**config.mk**
```make
export PLATFORM = sky130hd
export DESIGN_NAME = muldiv_unit_flat
export DESIGN_NICKNAME = d
export VERILOG_FILES = /design/src/rtl/muldiv_pkg.sv /design/src/rtl/muldiv_if.sv /design/src/rtl/muldiv_shift_core.sv /design/src/rtl/muldiv_unit.sv /design/src/flat_wrapper.sv
export SDC_FILE = /design/constraint.sdc
export NUM_CORES = 1
export LEC_CHECK = 0
export CAP_MARGIN = 20
export CORE_UTILIZATION = 35
export DETAILED_ROUTE_END_ITERATION = 10
export GPL_ROUTABILITY_DRIVEN = 0
export HOLD_SLACK_MARGIN = 0.1
export SETUP_SLACK_MARGIN = 0.2
export SLEW_MARGIN = 40
export SYNTH_ARGS = -nofsm -noshare
export SYNTH_HDL_FRONTEND = slang
export SYNTH_SLANG_ARGS = --single-unit
```
**constraint.sdc**
```tcl
create_clock -name clk -period 5.4 [get_ports clk]
set_input_delay 1.08 -clock clk [delete_from_list [all_inputs] [get_ports clk]]
set_output_delay 1.08 -clock clk [all_outputs]
set_load 0.1 [all_outputs]
```
**src/rtl/muldiv_pkg.sv**
```systemverilog
// Shared types and helpers for the iterative RV32M/RV64M multiply/divide unit.
package muldiv_pkg;

  localparam int MULDIV_XLEN_DEFAULT = 32;

  typedef enum logic [2:0] {
    OP_MUL    = 3'd0,
    OP_MULH   = 3'd1,
    OP_MULHSU = 3'd2,
    OP_MULHU  = 3'd3,
    OP_DIV    = 3'd4,
    OP_DIVU   = 3'd5,
    OP_REM    = 3'd6,
    OP_REMU   = 3'd7
  } muldiv_op_e;

  typedef enum logic [1:0] {
    IDLE = 2'd0,
    CALC = 2'd1,
    DONE = 2'd2
  } muldiv_state_e;

  // funct3[2] separates the divide group from the multiply group.
  function automatic logic is_div(muldiv_op_e op);
    return op[2];
  endfunction

endpackage

```
**src/rtl/muldiv_if.sv**
```systemverilog
// Operand/result handshake bundle between the execute-stage ALU and the multiply/divide unit.
interface muldiv_if
  import muldiv_pkg::*;
#(
  parameter int XLEN = MULDIV_XLEN_DEFAULT
);
  logic            in_valid;
  logic            in_ready;
  logic [2:0]      funct3;
  logic [XLEN-1:0] rs1;
  logic [XLEN-1:0] rs2;
  logic            flush;
  logic            out_valid;
  logic            out_ready;
  logic [XLEN-1:0] rd;
  logic            busy;

  modport master (
    output in_valid, funct3, rs1, rs2, flush, out_ready,
    input  in_ready, out_valid, rd, busy
  );

  modport slave (
    input  in_valid, funct3, rs1, rs2, flush, out_ready,
    output in_ready, out_valid, rd, busy
  );
endinterface

```
**src/rtl/muldiv_shift_core.sv**
```systemverilog
// Iterative datapath: radix-2 shift-add multiply or restoring divide on unsigned magnitudes,
// one step per cycle while the down-counter is non-zero.
module muldiv_shift_core #(
  parameter int XLEN  = 32,
  parameter int CNT_W = 6
) (
  input  logic            clk,
  input  logic            rst_n,
  input  logic            start,
  input  logic            is_div,
  input  logic            abort,
  input  logic [XLEN-1:0] a_in,
  input  logic [XLEN-1:0] b_in,
  output logic            last,
  output logic [XLEN-1:0] hi_nx,
  output logic [XLEN-1:0] lo_nx
);

  logic [CNT_W-1:0] cnt_q, cnt_d;
  logic [XLEN-1:0]  hi_q, hi_d;
  logic [XLEN-1:0]  lo_q, lo_d;
  logic [XLEN-1:0]  b_q, b_d;
  logic             div_q, div_d;
  logic [XLEN:0]    sum;
  logic [XLEN:0]    trial;

  // hi holds the upper product half / partial remainder; lo the multiplier / dividend-quotient.
  always_comb begin
    cnt_d = cnt_q;
    hi_d  = hi_q;
    lo_d  = lo_q;
    b_d   = b_q;
    div_d = div_q;
    sum   = {1'b0, hi_q} + {1'b0, b_q};
    trial = {hi_q, lo_q[XLEN-1]} - {1'b0, b_q};
    if (abort) begin
      cnt_d = '0;
    end else if (start) begin
      cnt_d = CNT_W'(XLEN);
      hi_d  = '0;
      lo_d  = a_in;
      b_d   = b_in;
      div_d = is_div;
    end else if (cnt_q != '0) begin
      cnt_d = cnt_q - CNT_W'(1);
      if (div_q) begin
        // A clear top bit of the trial difference means no borrow: the divisor fits.
        if (!trial[XLEN]) begin
          hi_d = trial[XLEN-1:0];
          lo_d = {lo_q[XLEN-2:0], 1'b1};
        end else begin
          hi_d = {hi_q[XLEN-2:0], lo_q[XLEN-1]};
          lo_d = {lo_q[XLEN-2:0], 1'b0};
        end
      end else if (lo_q[0]) begin
        {hi_d, lo_d} = {sum, lo_q[XLEN-1:1]};
      end else begin
        {hi_d, lo_d} = {1'b0, hi_q, lo_q[XLEN-1:1]};
      end
    end
  end

  always_ff @(posedge clk or negedge rst_n) begin
    if (!rst_n) begin
      cnt_q <= '0;
      hi_q  <= '0;
      lo_q  <= '0;
      b_q   <= '0;
      div_q <= 1'b0;
    end else begin
      cnt_q <= cnt_d;
      hi_q  <= hi_d;
      lo_q  <= lo_d;
      b_q   <= b_d;
      div_q <= div_d;
    end
  end

  assign last  = (cnt_q == CNT_W'(1));
  assign hi_nx = hi_d;
  assign lo_nx = lo_d;

endmodule

```
**src/rtl/muldiv_unit.sv**
```systemverilog
// Multi-cycle RV32M/RV64M multiply/divide unit: FSM, sign handling, special cases, handshakes.
// Define MULDIV_FAST_MUL_EN to resolve multiplies with a single-cycle combinational product.
module muldiv_unit
  import muldiv_pkg::*;
#(
  parameter int  XLEN  = MULDIV_XLEN_DEFAULT,
  localparam int CNT_W = $clog2(XLEN) + 1
) (
  input  logic    clk,
  input  logic    rst_n,
  muldiv_if.slave io
);

  localparam logic [XLEN-1:0] MOST_NEG = {1'b1, {(XLEN-1){1'b0}}};

  muldiv_state_e   state_q, state_d;
  muldiv_op_e      op_q, op_d, op_in;
  logic            neg_q, neg_d, neg_in;
  logic [XLEN-1:0] rd_q, rd_d;
  logic            s1, s2, a_neg, b_neg, div_zero, ovf, accept, core_start, core_last;
  logic [XLEN-1:0] mag_a, mag_b, hi_nx, lo_nx;

  function automatic logic [XLEN-1:0] mul_fix(muldiv_op_e op, logic [2*XLEN-1:0] p, logic neg);
    logic [2*XLEN-1:0] s;
    s = neg ? -p : p;
    return (op == OP_MUL) ? s[XLEN-1:0] : s[2*XLEN-1:XLEN];
  endfunction

  function automatic logic [XLEN-1:0] div_fix(muldiv_op_e op, logic [XLEN-1:0] q,
                                              logic [XLEN-1:0] r, logic neg);
    if (op[1]) return neg ? -r : r;
    return neg ? -q : q;
  endfunction

  always_comb begin
    op_in    = muldiv_op_e'(io.funct3);
    s1       = op_in inside {OP_MULH, OP_MULHSU, OP_DIV, OP_REM};
    s2       = op_in inside {OP_MULH, OP_DIV, OP_REM};
    a_neg    = s1 & io.rs1[XLEN-1];
    b_neg    = s2 & io.rs2[XLEN-1];
    mag_a    = a_neg ? -io.rs1 : io.rs1;
    mag_b    = b_neg ? -io.rs2 : io.rs2;
    // The remainder takes the dividend's sign; everything else takes the XOR of both.
    neg_in   = (op_in == OP_REM) ? a_neg : (a_neg ^ b_neg);
    div_zero = is_div(op_in) && (io.rs2 == '0);
    ovf      = (op_in inside {OP_DIV, OP_REM}) && (io.rs1 == MOST_NEG) && (io.rs2 == '1);
    accept   = (state_q == IDLE) && io.in_valid && !io.flush;
  end

`ifdef MULDIV_FAST_MUL_EN
  logic [2*XLEN-1:0] fast_prod;
  assign fast_prod = {{XLEN{1'b0}}, mag_a} * {{XLEN{1'b0}}, mag_b};
`endif

  always_comb begin
    state_d    = state_q;
    op_d       = op_q;
    neg_d      = neg_q;
    rd_d       = rd_q;
    core_start = 1'b0;
    case (state_q)
      IDLE: begin
        if (accept) begin
          op_d  = op_in;
          neg_d = neg_in;
          if (div_zero) begin
            rd_d    = op_in[1] ? io.rs1 : '1;
            state_d = DONE;
          end else if (ovf) begin
            rd_d    = op_in[1] ? '0 : MOST_NEG;
            state_d = DONE;
`ifdef MULDIV_FAST_MUL_EN
          end else if (!is_div(op_in)) begin
            rd_d    = mul_fix(op_in, fast_prod, neg_in);
            state_d = DONE;
`endif
          end else begin
            core_start = 1'b1;
            state_d    = CALC;
          end
        end
      end
      CALC: begin
        if (io.flush) begin
          state_d = IDLE;
        end else if (core_last) begin
          rd_d    = is_div(op_q) ? div_fix(op_q, lo_nx, hi_nx, neg_q)
                                 : mul_fix(op_q, {hi_nx, lo_nx}, neg_q);
          state_d = DONE;
        end
      end
      DONE: begin
        if (io.flush || io.out_ready) state_d = IDLE;
      end
      default: state_d = IDLE;
    endcase
  end

  always_ff @(posedge clk or negedge rst_n) begin
    if (!rst_n) begin
      state_q <= IDLE;
      op_q    <= OP_MUL;
      neg_q   <= 1'b0;
      rd_q    <= '0;
    end else begin
      state_q <= state_d;
      op_q    <= op_d;
      neg_q   <= neg_d;
      rd_q    <= rd_d;
    end
  end

  muldiv_shift_core #(
    .XLEN  (XLEN),
    .CNT_W (CNT_W)
  ) u_core (
    .clk    (clk),
    .rst_n  (rst_n),
    .start  (core_start),
    .is_div (is_div(op_in)),
    .abort  (io.flush),
    .a_in   (mag_a),
    .b_in   (mag_b),
    .last   (core_last),
    .hi_nx  (hi_nx),
    .lo_nx  (lo_nx)
  );

  assign io.in_ready  = (state_q == IDLE);
  assign io.out_valid = (state_q == DONE);
  assign io.busy      = (state_q != IDLE);
  assign io.rd        = rd_q;

endmodule

```
**src/flat_wrapper.sv**
```systemverilog
// flat-port wrapper written by rule: the top's interface ports become plain ports
module muldiv_unit_flat import muldiv_pkg::*;
#(
  parameter int  XLEN  = MULDIV_XLEN_DEFAULT,
  localparam int CNT_W = $clog2(XLEN) + 1
)
  (clk, rst_n, io_in_valid, io_funct3, io_rs1, io_rs2, io_flush, io_out_ready, io_in_ready, io_out_valid, io_rd, io_busy);
  muldiv_if #(.XLEN(XLEN)) io_i ();
  input  logic clk;
  input  logic rst_n;
  input wire logic [$bits(io_i.in_valid)-1:0] io_in_valid;
  input wire logic [$bits(io_i.funct3)-1:0] io_funct3;
  input wire logic [$bits(io_i.rs1)-1:0] io_rs1;
  input wire logic [$bits(io_i.rs2)-1:0] io_rs2;
  input wire logic [$bits(io_i.flush)-1:0] io_flush;
  input wire logic [$bits(io_i.out_ready)-1:0] io_out_ready;
  output wire logic [$bits(io_i.in_ready)-1:0] io_in_ready;
  output wire logic [$bits(io_i.out_valid)-1:0] io_out_valid;
  output wire logic [$bits(io_i.rd)-1:0] io_rd;
  output wire logic [$bits(io_i.busy)-1:0] io_busy;
  assign io_i.in_valid = io_in_valid;
  assign io_i.funct3 = io_funct3;
  assign io_i.rs1 = io_rs1;
  assign io_i.rs2 = io_rs2;
  assign io_i.flush = io_flush;
  assign io_i.out_ready = io_out_ready;
  assign io_in_ready = io_i.in_ready;
  assign io_out_valid = io_i.out_valid;
  assign io_rd = io_i.rd;
  assign io_busy = io_i.busy;
  muldiv_unit #(.XLEN(XLEN)) u_core (.clk(clk), .rst_n(rst_n), .io(io_i));
endmodule
```
==> flow_metrics.tcl, run 1 <==
set metrics [dict create \
    cpPeakStageDelay_ns 0.54 \
    start_kind "primary input" \
    netlist_instances 2314 \
    hp-class "reg -> reg" \
    wl_mm 83.34 \
    synth_cell_types 100 \
    die_x_um 222.1 \
    firstDrtPassIters 7 \
    via_per_inst 6.299 \
    grt.total_usage_pct 32.67 \
    io_pins 107 \
    rsz0062_at_grt "yes" \
    syn_nets 2459 \
    dp_hpwl_mm 64.00 \
    critPathTopFamily "simple AND/OR/NAND/NOR gates" \
    crit_slowest_cell "or4_4" \
    dp_cells 3334 \
    pwr_density_cell_nw_per_um2 707.7 \
    grt_pass1_vias 20670 \
    numCtsBuffers 17 \
    p_clk_share_pct 7.5 \
    ys_seq_area_share_pct 20.81 \
    fmax_mhz 192.6 \
    drc 0 \
    power.share.switching_pct 55.61 \
    ant_nets 0 \
    post-route-period-util_pct 96.14 \
    internal_power_uw 7450 \
    cp-endpoint "u_core.io.rd[30]$_DFFE_PN0P_" \
    syn_avg_cell_area_um2 7.327 \
    grt_overflow 0 \
    path_clk_slew_ns 0.06 \
    finalHoldViolations 0 \
    r2r_cells 17 \
    crit_path_end_kind "flip-flop" \
    insertion_delay_ns 0.46 \
    ys_warn_count 0 \
    place_ws_ns -1.030 \
    die_height_um 222.1 \
    cts_tree "yes" \
    synth_edf_count 0 \
    synthFlopType "dfrtp_1" \
    hold_depth 2 \
    r2r-start "u_core.u_core.b_q[31]$_DFFE_PN0P_" \
    max_slew_margin_pct 40.03 \
    ir_drop_mv 0.4594 \
    path_class "in -> reg" \
    drtIter0Drc 2819 \
    synth_area_um2 16960 \
    p_comb_share_pct 79.8 \
    async_flop_share_pct 100.0 \
    die_area_um2 49330 \
    r2r_slack_ns 0.26 \
    grt_start_max_net_pins 69 \
    cp-startpoint "io_rs1[15]" \
    power.switching_uw 9333 \
    p_seq_share_pct 12.6 \
    regToRegEndpoint "u_core.io.rd[24]$_DFFE_PN0P_" \
    antenna_found_initial 1 \
    leakagePower_uw 0.01016 \
    cap_violations 0 \
    multi_input_area_um2 13460 \
    drive_gt1_share_pct 29.11 \
    run_status "complete, no violations" \
    clk_path_buf_depth 2 \
    fillers 4565 \
    cp.arrival_ns 5.52 \
    via_count 21707 \
    worst_slack_ns 0.2085 \
    final-seq-area_um2 3538 \
    cp_max_fo 5 \
    setup_viol 0 \
    finalCoreUtilization_pct 49.67 \
    wire_per_inst_um 24.19 \
    coreArea_um2 47750 \
    start_util_pct 35.51 \
    h-tree-depth 4 \
    cts.sinks 141 \
    syn2layout_area_growth_pct 39.86 \
    grt_pass1_wl_mm 124.0 \
    fin_cells 3446 \
    tightestPinTransition_ns 0.8985 \
    final_nets 2963 \
    insertedDiodeCount 0 \
    path_cells "clkbuf_2 -> or4_4 -> nor4_4 -> nand3_4 -> o32ai_4 -> buf_12 -> o211ai_1 -> o221ai_2 -> nor3_2 -> inv_1 -> ha_2 -> inv_2 -> a21o_1 -> nor3_4 -> nand4b_1 -> buf_4 -> or3_4 -> mux2i_4 -> a2111oi_4 -> a21oi_2" \
    cp_num_cells 20 \
    ys_ff_latch 141 \
    rows 80 \
    clockRootBuffer "clkbuf_16" \
    port_buffers 106 \
    ctsHoldBuffers 0 \
    period_needed_ns 5.192 \
    path_buf_inv 5 \
    critPathRequiredTime_ns 5.73 \
    fin_worst_skew_ns 0.01484 \
    drv_slew 0 \
]
-- synthesized netlist by cell type, types with 32 or more instances --
master,number,area (µm²)
ha_1,71,888.4
nand3_1,63,315.3
xnor2_1,95,832.1
nor2_1,216,810.8
xor2_1,64,560.5
o21ai_0,208,1041
inv_1,91,341.6
nand4_1,42,262.8
nor3_1,98,490.5
dfrtp_1,141,3528
mux2i_1,60,600.6
clkbuf_1,98,367.9
nand2_1,241,904.6
o211ai_1,32,240.2
a21oi_1,187,935.9
o31ai_1,40,300.3
-- worst register-to-register path, stage by stage, from the launching register on --
cell,delay (ns)
dfrtp_1,0.43
inv_1,0.16
ha_1,0.39
nand4_1,0.18
or3_4,0.46
nor2_2,0.22
a211oi_4,0.10
buf_4,0.18
mux2i_4,0.24
or2_0,0.24
a32o_2,0.32
or3_1,0.41
or3_4,0.40
buf_4,0.21
or4_4,0.59
and3_4,0.20
o21ai_1,0.15
a22o_1,0.17
-- per-layer routing --
metal  vias up  part of all wire, %  global-route usage, %
met5         -                0.020                      0
met4         2                  7.4                  21.19
met2      1452                   44                  50.54
li1       9602                    -                      -
met3       339                   10                  7.554
met1     10312                   39                  40.70
-- power by group through the flow --
stage | sequential [µW] | clock [µW] | combinational [µW]
global placement | 2090 | 0 | 12000
floorplan | 2530 | 0 | 6570
CTS | 2080 | 1270 | 12400
global route | 2150 | 1320 | 14100
finish | 2120 | 1270 | 13400
detailed placement | 2090 | 0 | 12000
-- registers in the layout, summed over array words and instances (netlist names) --
register	count
u_core.io.rd	32
u_core.u_core.b_q	32
u_core.u_core.hi_q	32
u_core.u_core.lo_q	32
u_core.u_core.cnt_q	6
u_core.op_q	3
u_core.state_q	2
u_core.neg_q	1
u_core.u_core.div_q	1
-- placed cells by master, fill, tap and decap left out, drive strengths merged, types with 16 or more instances in the layout --
| cell type | Yosys | layout |
|---|---|---|
| a211oi | 32 | 32 |
| ha | 71 | 71 |
| nor4 | 36 | 36 |
| a31oi | 29 | 29 |
| nand2b | 17 | 17 |
| o41ai | 17 | 17 |
| xor2 | 64 | 64 |
| dlymetal6s2s | 0 | 22 |
| mux2 | 17 | 17 |
| nor3 | 98 | 98 |
| nor2b | 19 | 19 |
| nor2 | 217 | 217 |
| o21ai | 218 | 218 |
| o211ai | 34 | 34 |
| or4 | 22 | 22 |
| nand2 | 242 | 242 |
| o21a | 19 | 19 |
| or3 | 31 | 31 |
| a21oi | 189 | 189 |
| o31ai | 44 | 44 |
| mux2i | 60 | 60 |
| and2 | 17 | 17 |
| clkbuf | 98 | 27 |
| a21o | 23 | 23 |
| nand4 | 42 | 42 |
| dfrtp | 141 | 141 |
| or2 | 16 | 16 |
| nand3 | 65 | 65 |
| xnor2 | 97 | 97 |
| buf | 45 | 565 |
| inv | 91 | 96 |
-- cell families after synthesis --
family | count (synthesis) | synth area share [%]
buffers and inverters | 234 | 5.572
flip-flops | 141 | 20.81
XOR/XNOR | 161 | 8.405
adder cells (fa/ha/maj) | 73 | 5.476
AND/OR/NAND/NOR | 863 | 25.11
multiplexers | 78 | 4.804
AO/OA/AOI/OAI | 764 | 29.82
-- per-stage QoR --
stage	instance area, µm²	setup TNS [ns]	power, µW	hold slack [ns]
2_1_floorplan	17050	0	9104	0.4753
3_5_place_dp	21580	-22.00	14140	0.4755
5_1_grt	23710	0	17570	0.5104
4_1_cts	22990	0	15790	0.4891
3_3_place_gp	21730	-19.53	14100	0.4728
6_report	23710	0	16780	0.4869
-- how the worst min path moves through the flow --
stage	start	endpoint	slack, ns
global route	u_core.io.rd[12]$_DFFE_PN0P_	u_core.io.rd[12]$_DFFE_PN0P_	0.51
finish	u_core.io.rd[12]$_DFFE_PN0P_	u_core.io.rd[12]$_DFFE_PN0P_	0.49
floorplan	u_core.u_core.b_q[10]$_DFFE_PN0P_	u_core.u_core.b_q[10]$_DFFE_PN0P_	0.48
CTS	u_core.io.rd[12]$_DFFE_PN0P_	u_core.io.rd[12]$_DFFE_PN0P_	0.49
global placement	u_core.io.rd[12]$_DFFE_PN0P_	u_core.io.rd[12]$_DFFE_PN0P_	0.47
detailed placement	u_core.io.rd[12]$_DFFE_PN0P_	u_core.io.rd[12]$_DFFE_PN0P_	0.48
-- repair_timing --
| action | CTS | global route |
|---|---|---|
| setup endpoints to repair | 32 | 32 |
| pin swaps | 46 | 72 |
| resized for setup | 143 | 148 |
| cloned | 1 | 0 |
| setup buffers | 45 | 34 |
-- layout make-up --
cell class	count	share of cell area, %
Clock inverter	14	0.6595
Tap cell	615	3.245
Timing Repair Buffer	628	21.14
Multi-Input combinational cell	1939	56.74
Clock buffer	18	1.852
Inverter	91	1.440
Sequential cell	141	14.92
Power figures use the tool's default switching activity.
==> inputs of run 2 (changes only) <==
- ABC_CLOCK_PERIOD_IN_PS: not set -> 5400
==> results of run 2 <==
The final DEF is identical to that of run 1; final timing and power are the same.
